`src/rtl/fetch_unit.sv`:
```
// -----------------------------------------------------------------------------
// fetch_unit
//
// Instruction fetch stage of the 9-bit CPU. Owns the program counter, drives
// the synchronous instruction ROM (one cycle read latency) and presents one
// 9-bit instruction per cycle to the decoder. Applies lookup-jump, absolute
// jump and PC-relative branch redirects on accept cycles. It halts when the
// done instruction (9'h1FF) is accepted.
//
// Ports:
//   clk          in   1     clock, all state on the rising edge
//   reset        in   1     synchronous active-high reset
//   start        in   1     begin execution at START_PC (from IDLE or HALT)
//   imem_addr    out  PC_W  ROM address (the PC)
//   imem_data    in   9     ROM read data, valid one cycle after imem_addr
//   instr        out  9     instruction to the decoder
//   instr_pc     out  PC_W  address of instr
//   instr_valid  out  1     instr is live
//   stall        in   1     decoder cannot accept instr this cycle
//   jump_en      in   1     absolute redirect to jump_tgt
//   jump_tgt     in   PC_W  absolute target
//   branch_en    in   1     relative redirect by branch_off
//   branch_off   in   8     signed offset relative to instr_pc
//   ljp_en       in   1     lookup redirect
//   ljp_sel      in   2     selects LJn_ADDR
//   cycle_count  out  16    RUN cycle counter (only with FETCH_CYCLE_COUNT_EN)
//   done         out  1     program finished
//
// Optional feature macro: FETCH_CYCLE_COUNT_EN adds the saturating 16-bit
// cycle_count output. Without it the port and counter are absent.
// -----------------------------------------------------------------------------
module fetch_unit #(
    parameter int unsigned     PC_W     = 10,
    parameter logic [PC_W-1:0] START_PC = {PC_W{1'b0}},
    parameter logic [PC_W-1:0] LJ0_ADDR = {PC_W{1'b0}},
    parameter logic [PC_W-1:0] LJ1_ADDR = {PC_W{1'b0}},
    parameter logic [PC_W-1:0] LJ2_ADDR = {PC_W{1'b0}},
    parameter logic [PC_W-1:0] LJ3_ADDR = {PC_W{1'b0}}
) (
    input  logic            clk,
    input  logic            reset,
    input  logic            start,
    output logic [PC_W-1:0] imem_addr,
    input  logic [8:0]      imem_data,
    output logic [8:0]      instr,
    output logic [PC_W-1:0] instr_pc,
    output logic            instr_valid,
    input  logic            stall,
    input  logic            jump_en,
    input  logic [PC_W-1:0] jump_tgt,
    input  logic            branch_en,
    input  logic [7:0]      branch_off,
    input  logic            ljp_en,
    input  logic [1:0]      ljp_sel,
`ifdef FETCH_CYCLE_COUNT_EN
    output logic [15:0]     cycle_count,
`endif
    output logic            done
);

    localparam logic [8:0] DONE_INSTR = 9'h1FF;

    typedef enum logic [1:0] {
        ST_IDLE = 2'd0,
        ST_RUN  = 2'd1,
        ST_HALT = 2'd2
    } state_t;

    state_t          state_q, state_d;
    logic [PC_W-1:0] pc_q, pc_d;
    // A fetch issued last cycle whose data is on imem_data now.
    logic            fetch_vld_q, fetch_vld_d;
    logic [PC_W-1:0] fetch_pc_q, fetch_pc_d;
    // Capture of a stalled instruction; the ROM output moves on underneath it.
    logic            hold_vld_q, hold_vld_d;
    logic [8:0]      hold_instr_q, hold_instr_d;
    logic [PC_W-1:0] hold_pc_q, hold_pc_d;
    logic            done_q, done_d;
`ifdef FETCH_CYCLE_COUNT_EN
    logic [15:0]     cnt_q, cnt_d;
`endif

    logic [8:0]      cur_instr_s;
    logic [PC_W-1:0] cur_pc_s;
    logic            cur_vld_s;
    logic            accept_s;
    logic [PC_W-1:0] pc_inc_s;
    logic [PC_W-1:0] off_ext_s;
    logic [PC_W-1:0] br_tgt_s;
    logic [PC_W-1:0] lj_tgt_s;

    // Presented instruction: the stall capture wins over the live ROM data.
    always_comb begin
        if (hold_vld_q) begin
            cur_instr_s = hold_instr_q;
            cur_pc_s    = hold_pc_q;
            cur_vld_s   = 1'b1;
        end else if (fetch_vld_q) begin
            cur_instr_s = imem_data;
            cur_pc_s    = fetch_pc_q;
            cur_vld_s   = 1'b1;
        end else begin
            cur_instr_s = 9'h000;
            cur_pc_s    = {PC_W{1'b0}};
            cur_vld_s   = 1'b0;
        end
    end

    assign accept_s  = cur_vld_s & ~stall;
    assign pc_inc_s  = pc_q + PC_W'(1'b1);
    // Sign-extend the 8-bit offset to the PC width; the add wraps modulo 2^PC_W.
    assign off_ext_s = PC_W'($signed(branch_off));
    assign br_tgt_s  = cur_pc_s + off_ext_s;

    // Lookup-jump target table.
    always_comb begin
        case (ljp_sel)
            2'd0:    lj_tgt_s = LJ0_ADDR;
            2'd1:    lj_tgt_s = LJ1_ADDR;
            2'd2:    lj_tgt_s = LJ2_ADDR;
            2'd3:    lj_tgt_s = LJ3_ADDR;
            default: lj_tgt_s = LJ0_ADDR;
        endcase
    end

    // Next-state logic: FSM transitions, PC update, fetch tracking, stall capture.
    always_comb begin
        state_d      = state_q;
        pc_d         = pc_q;
        fetch_vld_d  = 1'b0;
        fetch_pc_d   = fetch_pc_q;
        hold_vld_d   = hold_vld_q;
        hold_instr_d = hold_instr_q;
        hold_pc_d    = hold_pc_q;
        done_d       = done_q;
`ifdef FETCH_CYCLE_COUNT_EN
        cnt_d        = cnt_q;
`endif
        case (state_q)
            ST_IDLE, ST_HALT: begin
                if (start) begin
                    state_d    = ST_RUN;
                    pc_d       = START_PC;
                    hold_vld_d = 1'b0;
                    done_d     = 1'b0;
`ifdef FETCH_CYCLE_COUNT_EN
                    // Fetch begins on the start cycle, so it is the first counted cycle.
                    cnt_d      = 16'd1;
`endif
                end else begin
                    state_d = state_q;
                end
            end
            ST_RUN: begin
`ifdef FETCH_CYCLE_COUNT_EN
                if (cnt_q != 16'hFFFF) begin
                    cnt_d = cnt_q + 16'd1;
                end else begin
                    cnt_d = cnt_q;
                end
`endif
                if (accept_s) begin
                    hold_vld_d = 1'b0;
                    if (cur_instr_s == DONE_INSTR) begin
                        // Halting squashes the in-flight fetch and ignores redirects.
                        state_d = ST_HALT;
                        done_d  = 1'b1;
                    end else if (ljp_en) begin
                        pc_d = lj_tgt_s;
                    end else if (jump_en) begin
                        pc_d = jump_tgt;
                    end else if (branch_en) begin
                        pc_d = br_tgt_s;
                    end else begin
                        fetch_vld_d = 1'b1;
                        fetch_pc_d  = pc_q;
                        pc_d        = pc_inc_s;
                    end
                end else if (cur_vld_s) begin
                    // Stalled: freeze the PC and capture what is presented.
                    hold_vld_d   = 1'b1;
                    hold_instr_d = cur_instr_s;
                    hold_pc_d    = cur_pc_s;
                end else begin
                    // Pipe empty (start or post-redirect bubble): issue the PC.
                    fetch_vld_d = 1'b1;
                    fetch_pc_d  = pc_q;
                    pc_d        = pc_inc_s;
                end
            end
            default: begin
                state_d    = ST_IDLE;
                pc_d       = START_PC;
                hold_vld_d = 1'b0;
                done_d     = 1'b0;
            end
        endcase
    end

    // State registers with synchronous reset.
    always_ff @(posedge clk) begin
        if (reset) begin
            state_q      <= ST_IDLE;
            pc_q         <= START_PC;
            fetch_vld_q  <= 1'b0;
            fetch_pc_q   <= {PC_W{1'b0}};
            hold_vld_q   <= 1'b0;
            hold_instr_q <= 9'h000;
            hold_pc_q    <= {PC_W{1'b0}};
            done_q       <= 1'b0;
`ifdef FETCH_CYCLE_COUNT_EN
            cnt_q        <= 16'd0;
`endif
        end else begin
            state_q      <= state_d;
            pc_q         <= pc_d;
            fetch_vld_q  <= fetch_vld_d;
            fetch_pc_q   <= fetch_pc_d;
            hold_vld_q   <= hold_vld_d;
            hold_instr_q <= hold_instr_d;
            hold_pc_q    <= hold_pc_d;
            done_q       <= done_d;
`ifdef FETCH_CYCLE_COUNT_EN
            cnt_q        <= cnt_d;
`endif
        end
    end

    assign imem_addr   = pc_q;
    assign instr       = cur_instr_s;
    assign instr_pc    = cur_pc_s;
    assign instr_valid = cur_vld_s;
    assign done        = done_q;
`ifdef FETCH_CYCLE_COUNT_EN
    assign cycle_count = cnt_q;
`endif

endmodule

```
`config.mk`:
```
export PLATFORM = sky130hd
export DESIGN_NAME = fetch_unit
export DESIGN_NICKNAME = d
export VERILOG_FILES = /design/src/rtl/fetch_unit.sv
export SDC_FILE = /design/constraint.sdc
export NUM_CORES = 1
export LEC_CHECK = 0
export ABC_AREA = 1
export CAP_MARGIN = 20
export CELL_PAD_IN_SITES_DETAIL_PLACEMENT = 0
export CELL_PAD_IN_SITES_GLOBAL_PLACEMENT = 1
export CORE_MARGIN = 3
export CORE_UTILIZATION = 36
export CTS_BUF_LIST = sky130_fd_sc_hd__clkbuf_4
export CTS_CLUSTER_DIAMETER = 200
export DETAILED_ROUTE_END_ITERATION = 8
export PLACE_DENSITY = 0.91
export SLEW_MARGIN = 10
export SYNTH_ARGS = -nofsm -noshare
export SYNTH_HDL_FRONTEND = slang
export SYNTH_SLANG_ARGS = --single-unit
export TNS_END_PERCENT = 50
```
`constraint.sdc`:
```
create_clock -name clk -period 2.6 [get_ports clk]
set_input_delay 0.26 -clock clk [delete_from_list [all_inputs] [get_ports clk]]
set_output_delay 0.26 -clock clk [all_outputs]
set_load 0.005 [all_outputs]
```
-- Word level (Yosys, flattened, before mapping)
Index checks and enable logic that the tools add are counted.
- input port bits: 36
- register bits after elaboration: 44
- word-level logic and storage cells: 79
- output and inout port bits: 31
- mux-type cells: 38
- reduce and logical (&&, ||, !) cells: 10
- bitwise gates (word level): 4
- $add $sub $neg: 2
- eq/ne operators: 17
- operators with widths (kind ; number):
    $mux W10 ; 16
    $pmux W10 S2 ; 1
    $mux W9 ; 2
    $ne A2 B2 Y1 const B ; 7
    $mux W1 ; 13
    $add A10 B1 Y10 const B ; 1
    $add A10 B10 Y10 ; 1
    $eq A9 B9 Y1 const B ; 1
    $ne A3 B3 Y1 const B ; 3
    $reduce_and A3 Y1 ; 3
    $eq A2 B2 Y1 const B ; 3
    $mux W2 ; 3
    $reduce_and A6 Y1 ; 1
    $eq A2 B1 Y1 const B ; 2
    $logic_not A2 Y1 ; 2
    $pmux W1 S2 ; 2
    $pmux W2 S2 ; 1
    $reduce_or A2 Y1 ; 2
    $reduce_or A4 Y1 ; 1
    $not A1 Y1 ; 3
    $ne A2 B1 Y1 const B ; 1
    $reduce_and A2 Y1 ; 1
    $and A1 B1 Y1 ; 1

-- Depth between registers and ports, before layout
- depth in word-level cells: 9
- mapped depth: 16
- gate-level depth less buffers: 16

-- Worst setup path before layout
OpenSTA, ideal clock, no wires.
- kind: register to register
- start point: register hold_vld_q
- end point: register pc_q[8] (netlist: imem_addr[8])
- clock period less this slack: 2347 ps
- library setup time: 136 ps
- arrival: 2211 ps
- stages on the path, launching flop included: 16
- required time: 2464 ps
- slack: 253 ps
- path buffers: 2
- cells stage by stage: dfxtp_1 -> buf_6 -> clkbuf_1 -> a22o_1 -> ha_1 -> fa_1 -> nand3_1 -> nand2_1 -> nand2_1 -> nand2_1 -> nand2_1 -> nand3_1 -> nand2_1 -> nand2_1 -> nand3_1 -> a21oi_2
- longest elaborated chain between the ends: 8
- elaborated cells on any way between the ends: 15
- classes of those cells: add/sub: 1; eq/ne: 3; mux: 9; bitwise: 1; reduce/logical: 1
- ends and longest elaborated chain (item ; RTL line ; text):
    from (decl) ; 75 ; logic hold_vld_q, hold_vld_d;
    from (signal assigned) ; 219 ; hold_vld_q <= hold_vld_d;
    $mux W10 ; 94 ; if (hold_vld_q) begin
    named net instr_pc[0] ; 46 ; output logic [PC_W-1:0] instr_pc,
    $add A10 B10 Y10 ; 113 ; assign br_tgt_s = cur_pc_s + off_ext_s;
    $mux W10 ; 172 ; end else if (branch_en) begin
    $mux W10 ; 170 ; end else if (jump_en) begin
    $mux W10 ; 168 ; end else if (ljp_en) begin
    $mux W10 ; 164 ; if (cur_instr_s == DONE_INSTR) begin
    $mux W10 ; 162 ; if (accept_s) begin
    $pmux W10 S2 ; 139 ; case (state_q)
    to (signal assigned) ; 216 ; pc_q <= pc_d;
    to (decl) ; 70 ; logic [PC_W-1:0] pc_q, pc_d;
The timed path passes the listed nets, and every way through them passes these cells. The select of a mux whose other input is x is not followed.
A chain may end at the register's enable or synchronous reset.

-- Worst setup path in the final report
- start point: register hold_vld_q
- end point: register pc_q[8] (netlist: imem_addr[8])
- longest elaborated chain between the ends: 8
- elaborated cells on any way between the ends: 15
- classes of those cells: add/sub: 1; eq/ne: 3; mux: 9; bitwise: 1; reduce/logical: 1
- ends and longest elaborated chain (item ; RTL line):
    $mux W10 ; 94
    $add A10 B10 Y10 ; 113
    $mux W10 ; 172
    $mux W10 ; 170
    $mux W10 ; 168
    $mux W10 ; 164
    $mux W10 ; 162
    $pmux W10 S2 ; 139
Parallel ways exist; a longest one is shown, timed or not. The select of a mux whose other input is x is not followed.

==> results.md <==
Cells and area:
- The net count of the finished layout is ~540.
- The share of final-layout standard cells stronger than drive strength 1 is 9.78%.
- The area overhead of the layout relative to synthesis is 28.4%.
- The summed area of non-filler cells in the final layout is roughly 3600 um2.
- The final-layout fill cell count is between 700 and 800.
- The repair_antennas step left the layout with diodes totalling 0.

Route:
- Dividing the detail-routed wire length by the instance count gives around 14 um.
- The routed layout has about 3000 vias.
- The iteration count of the initial detailed-routing pass is 5.
- Using the TritonRoute via totals, the vias-per-cell ratio works out to 5.11.
- After detailed routing, the total wire length is around 8100 um.
- The number of DRC violations after detailed-routing iteration 0 is roughly 170.
- In this run the remaining antenna-violating nets after routing total 0.
- The DRC violations left is 0.

Timing:
- The post-route fraction of the period consumed by the critical path is 90.0%.
- The total negative setup slack is 0 ns.
- In this run the tightest slew margin relative to its limit is between 60% and 70%.
- The actual slew at the worst max-slew pin is 0.580 ns.
- The top achievable clock speed is between 0.4 and 0.5 GHz.
- The time the worst path needs with I/O delays and setup is 2.34 ns.
- Setup violations remaining at the end of the flow were counted as 0.
- Between clock sinks in the finished design, the worst skew comes to ~0.0063 ns.
- The smallest setup slack after layout is around 0.26 ns.
- Setup repair after global routing left no endpoint under its margin.
- The hold violation total from the final report is 0.
- The number of pins with negative max-slew slack in the final report was 0.

Critical path:
- The type of element capturing the critical path is a register.
- The startpoint of the lowest-slack register-to-register path is hold_vld_q$_SDFFE_PP0P_.
- The critical path is of the reg2reg type.
- The slack of the worst reg-to-reg path is 0.26 ns.
- The required time of the worst setup path is between 2 and 3 ns.
- In this run the critical register-to-register path is captured at imem_addr[8]$_SDFFE_PP0P_.
- For the worst flop-to-flop path, the logic depth is 14.
- For the worst setup path, the data arrival time is between 2 and 3 ns.
- STA classifies the critical path startpoint as a register.
- The critical path starts at hold_vld_q$_SDFFE_PP0P_.
- In this run the worst path has a maximum fanout of 10.

Die:
- Pin placement for this block handled 67 I/O pins.
- The die covers 8960 um2.
- The height of the die is roughly 95 um.
- The placeable core region is around 7400 um2.
- In this run the horizontal extent of the chip is roughly 95 um.
- The floorplan has 31 rows.
- Once the floorplan was initialized, standard cells occupied between 30% and 40% of the core.

Global route:
- The initial antenna violation count came to 0.
- The pin count of the biggest net entering global routing is 23.
- The total track usage is a little under a fifth.
- The wire length of the first global-routing pass is ~14000 um.
- The via count of the first global-routing pass came to between 2000 and 3000.
- The total grt overflow is 0.

Placement:
- The worst setup slack before clock tree synthesis is roughly 0.22 ns.
- The final weighted congestion in routability-driven placement is 0.879.
- The half-perimeter wire length after placement is 6370 um.
- The cell area after placement is about 3600 um2.
- During placement, the flow inserted port buffers numbering 64.

Power and ir drop:
- The total power after layout is about 1.3 mW.
- The internal power of the cells totals 0.911 mW.
- The power density normalized to cell area is 350 nW/um2.
- The leakage power is approximately 1.5 nW.
- Registers are responsible for between 50% and 60% of the overall power.
- Per report_power, the clock group accounts for between 20% and 30% of the total.
- The share of total power consumed by net switching is approximately 28%.
- In this run the power spent charging and discharging nets is roughly 0.36 mW.
- Combinational cells account for 19.2% of the total power.
- The largest voltage drop on the vdd net is roughly 140 uV.

Clock network:
- TritonCTS created 5 clock buffers.
- After clock tree synthesis, the clock-pin slew on the worst setup and hold paths is ~0.12 ns.
- The number of setup buffers added after CTS is 0.
- CTS built an H-tree with a depth of 2.
- The cell at the root of the clock tree is sky130_fd_sc_hd__clkbuf_4.
- TritonCTS built the clock tree.
- The insertion delay of the later-clocked pin in the worst-skew pair is roughly 0.37 ns.
- The deepest clock path buffer count is 2.
- The number of sinks handled by clock tree synthesis is between 40 and 50.

Yosys:
- A synthesized cell averages between 6 and 7 um2.
- The synthesized netlist contains 36 unique library cells.
- For this run, the register share of the synthesized area comes to about 30%.
- The number of enable-type register cells in the synthesized netlist is 0.
- The number of synthesis warnings is 0.
- Counting flops with an async set or reset pin after synthesis yields a share of 0%.
- The number of register bits inferred by synthesis is 43.
- The dominant synthesized flop cell is sky130_fd_sc_hd__dfxtp_1.
- The number of instances in the synthesized netlist is roughly 430.
- The number of nets produced by synthesis is about 480.
- The area of the mapped netlist is around 2800 um2.

Min path:
- The path category of the worst min-delay check is reg2reg.
- The number of cells on the worst hold path is 2.
- The startpoint identified for the worst hold timing path is fetch_pc_q[3]$_SDFFE_PP0P_.
- The destination of the worst hold path is fetch_pc_q[3]$_SDFFE_PP0P_.

Run:
- The tool flagged a number of max-cap violations equal to 0.

Outcome:
- The run finished with clean final reports.
[power groups by stage]
stage / Combinational (mW) / Clock, mW / Sequential (mW)
after floorplan: 0.135 / 0 / 0.696
after global placement: 0.240 / 0 / 0.698
after detailed placement: 0.243 / 0 / 0.699
after CTS: 0.244 / 0.348 / 0.684
after global routing: 0.273 / 0.378 / 0.687
final: 0.244 / 0.342 / 0.684
[cell usage in the layout (no fill, tap or decap), drive strengths merged, types with 2 or more instances in the layout]
| cell | n |
|---|---|
| a22o | 9 |
| dfxtp | 43 |
| clkbuf | 7 |
| nor3 | 4 |
| inv | 39 |
| o211ai | 2 |
| nor2 | 61 |
| buf | 8 |
| o221ai | 2 |
| a31oi | 9 |
| a21oi | 34 |
| clkdlybuf4s50 | 64 |
| ha | 10 |
| o21ai | 25 |
| nand2 | 114 |
| nand4 | 4 |
| xor2 | 6 |
| nand3 | 43 |
[what timing repair did]
| item | CTS | global route |
|---|---|---|
| setup endpoints to repair | 0 | 2 |
| hold buffers | 0 | 0 |
| resized for setup | 0 | 1 |
[Yosys cell counts (2+ instances only)]
library cell                n  area, um2
sky130_fd_sc_hd__nand2_1   99        372
sky130_fd_sc_hd__nor2_1    54        203
sky130_fd_sc_hd__dfxtp_1   43        861
sky130_fd_sc_hd__nand3_1   42        210
sky130_fd_sc_hd__inv_1     37        139
sky130_fd_sc_hd__a21oi_1   28        140
sky130_fd_sc_hd__o21ai_0   24        120
sky130_fd_sc_hd__nand2_2   13       81.3
sky130_fd_sc_hd__ha_1      10        125
sky130_fd_sc_hd__a22o_1     9       78.8
sky130_fd_sc_hd__a31oi_1    9       56.3
sky130_fd_sc_hd__clkbuf_1   8       30.0
sky130_fd_sc_hd__a21oi_2    6       52.6
sky130_fd_sc_hd__xor2_1     6       52.6
sky130_fd_sc_hd__buf_2      5       25.0
sky130_fd_sc_hd__nand4_1    4       25.0
sky130_fd_sc_hd__nor2_2     4       25.0
sky130_fd_sc_hd__nor3_1     4       20.0
sky130_fd_sc_hd__buf_1      2       7.51
sky130_fd_sc_hd__inv_2      2       7.51
sky130_fd_sc_hd__nor2_4     2       22.5
sky130_fd_sc_hd__o211ai_1   2       15.0
sky130_fd_sc_hd__o221ai_1   2       17.5
[cell families after synthesis]
family	Yosys count	synth area share [%]
AND/OR/NAND/NOR	227	36.3
AO/OA/AOI/OAI	84	17.9
buffers and inverters	56	8.05
flip-flops	43	30.4
adder cells (fa/ha/maj)	11	5.13
XOR/XNOR	7	2.17
[through the flow]
stage | hold WS, ns | cells | util [%]
finish | 0.473 | 590 | 48.8
CTS | 0.472 | 590 | 48.7
detailed placement | 0.454 | 582 | 48.0
global placement | 0.452 | 582 | 48.0
global route | 0.497 | 590 | 48.8
floorplan | 0.329 | 428 | -
[worst max-delay path: stages (launching register included)]
cell,delay [ns]
sky130_fd_sc_hd__dfxtp_1,0.39
sky130_fd_sc_hd__buf_4,0.20
sky130_fd_sc_hd__a22o_1,0.25
sky130_fd_sc_hd__ha_2,0.22
sky130_fd_sc_hd__fa_1,0.40
sky130_fd_sc_hd__nand3_1,0.14
sky130_fd_sc_hd__nand2_1,0.09
sky130_fd_sc_hd__nand2_1,0.09
sky130_fd_sc_hd__nand2_1,0.05
sky130_fd_sc_hd__nand2_1,0.05
sky130_fd_sc_hd__nand3_1,0.08
sky130_fd_sc_hd__nand2_1,0.07
sky130_fd_sc_hd__nand2_1,0.05
sky130_fd_sc_hd__nand3_1,0.09
sky130_fd_sc_hd__a21oi_2,0.05
[worst max path at each step]
stage                                endpoint  slack, ns  depth (start not counted)
floorplan           imem_addr[8]$_SDFFE_PP0P_       0.25                         15
global placement    imem_addr[8]$_SDFFE_PP0P_       0.29                         14
detailed placement  imem_addr[6]$_SDFFE_PP0P_       0.22                         14
CTS                 imem_addr[8]$_SDFFE_PP0P_       0.21                         14
global route        imem_addr[5]$_SDFFE_PP0P_       0.03                         12
finish              imem_addr[8]$_SDFFE_PP0P_       0.26                         14
[layer usage]
| layer | up-vias | global-route usage (%) | share of wire (%) |
|---|---|---|---|
| met5 | - | 0 | 0 |
| met4 | 0 | 5.29 | 1.4 |
| met3 | 9 | 2.95 | 5.9 |
| met2 | 94 | 28.8 | 46 |
| met1 | 1364 | 28.1 | 47 |
| li1 | 1545 | - | - |
[state kept, by name, indices dropped and copies added (netlist names)]
| register | count |
|---|---|
| fetch_pc_q | 10 |
| fetch_vld_q | 1 |
| hold_instr_q | 9 |
| hold_pc_q | 10 |
| hold_vld_q | 1 |
| imem_addr | 10 |
| state_q | 2 |
[area by class of cell]
type / instances / area (um2) / share of cell area (%)
clock inverters: 1 / 5.00 / 0.138
well taps: 99 / 124 / 3.41
flip-flops and latches: 43 / 861 / 23.7
repair buffers: 72 / 701 / 19.3
multi-input cells: 329 / 1740 / 48.0
clock buffers: 7 / 52.6 / 1.45
inverters: 39 / 146 / 4.03
Power figures use the tool's default switching activity.
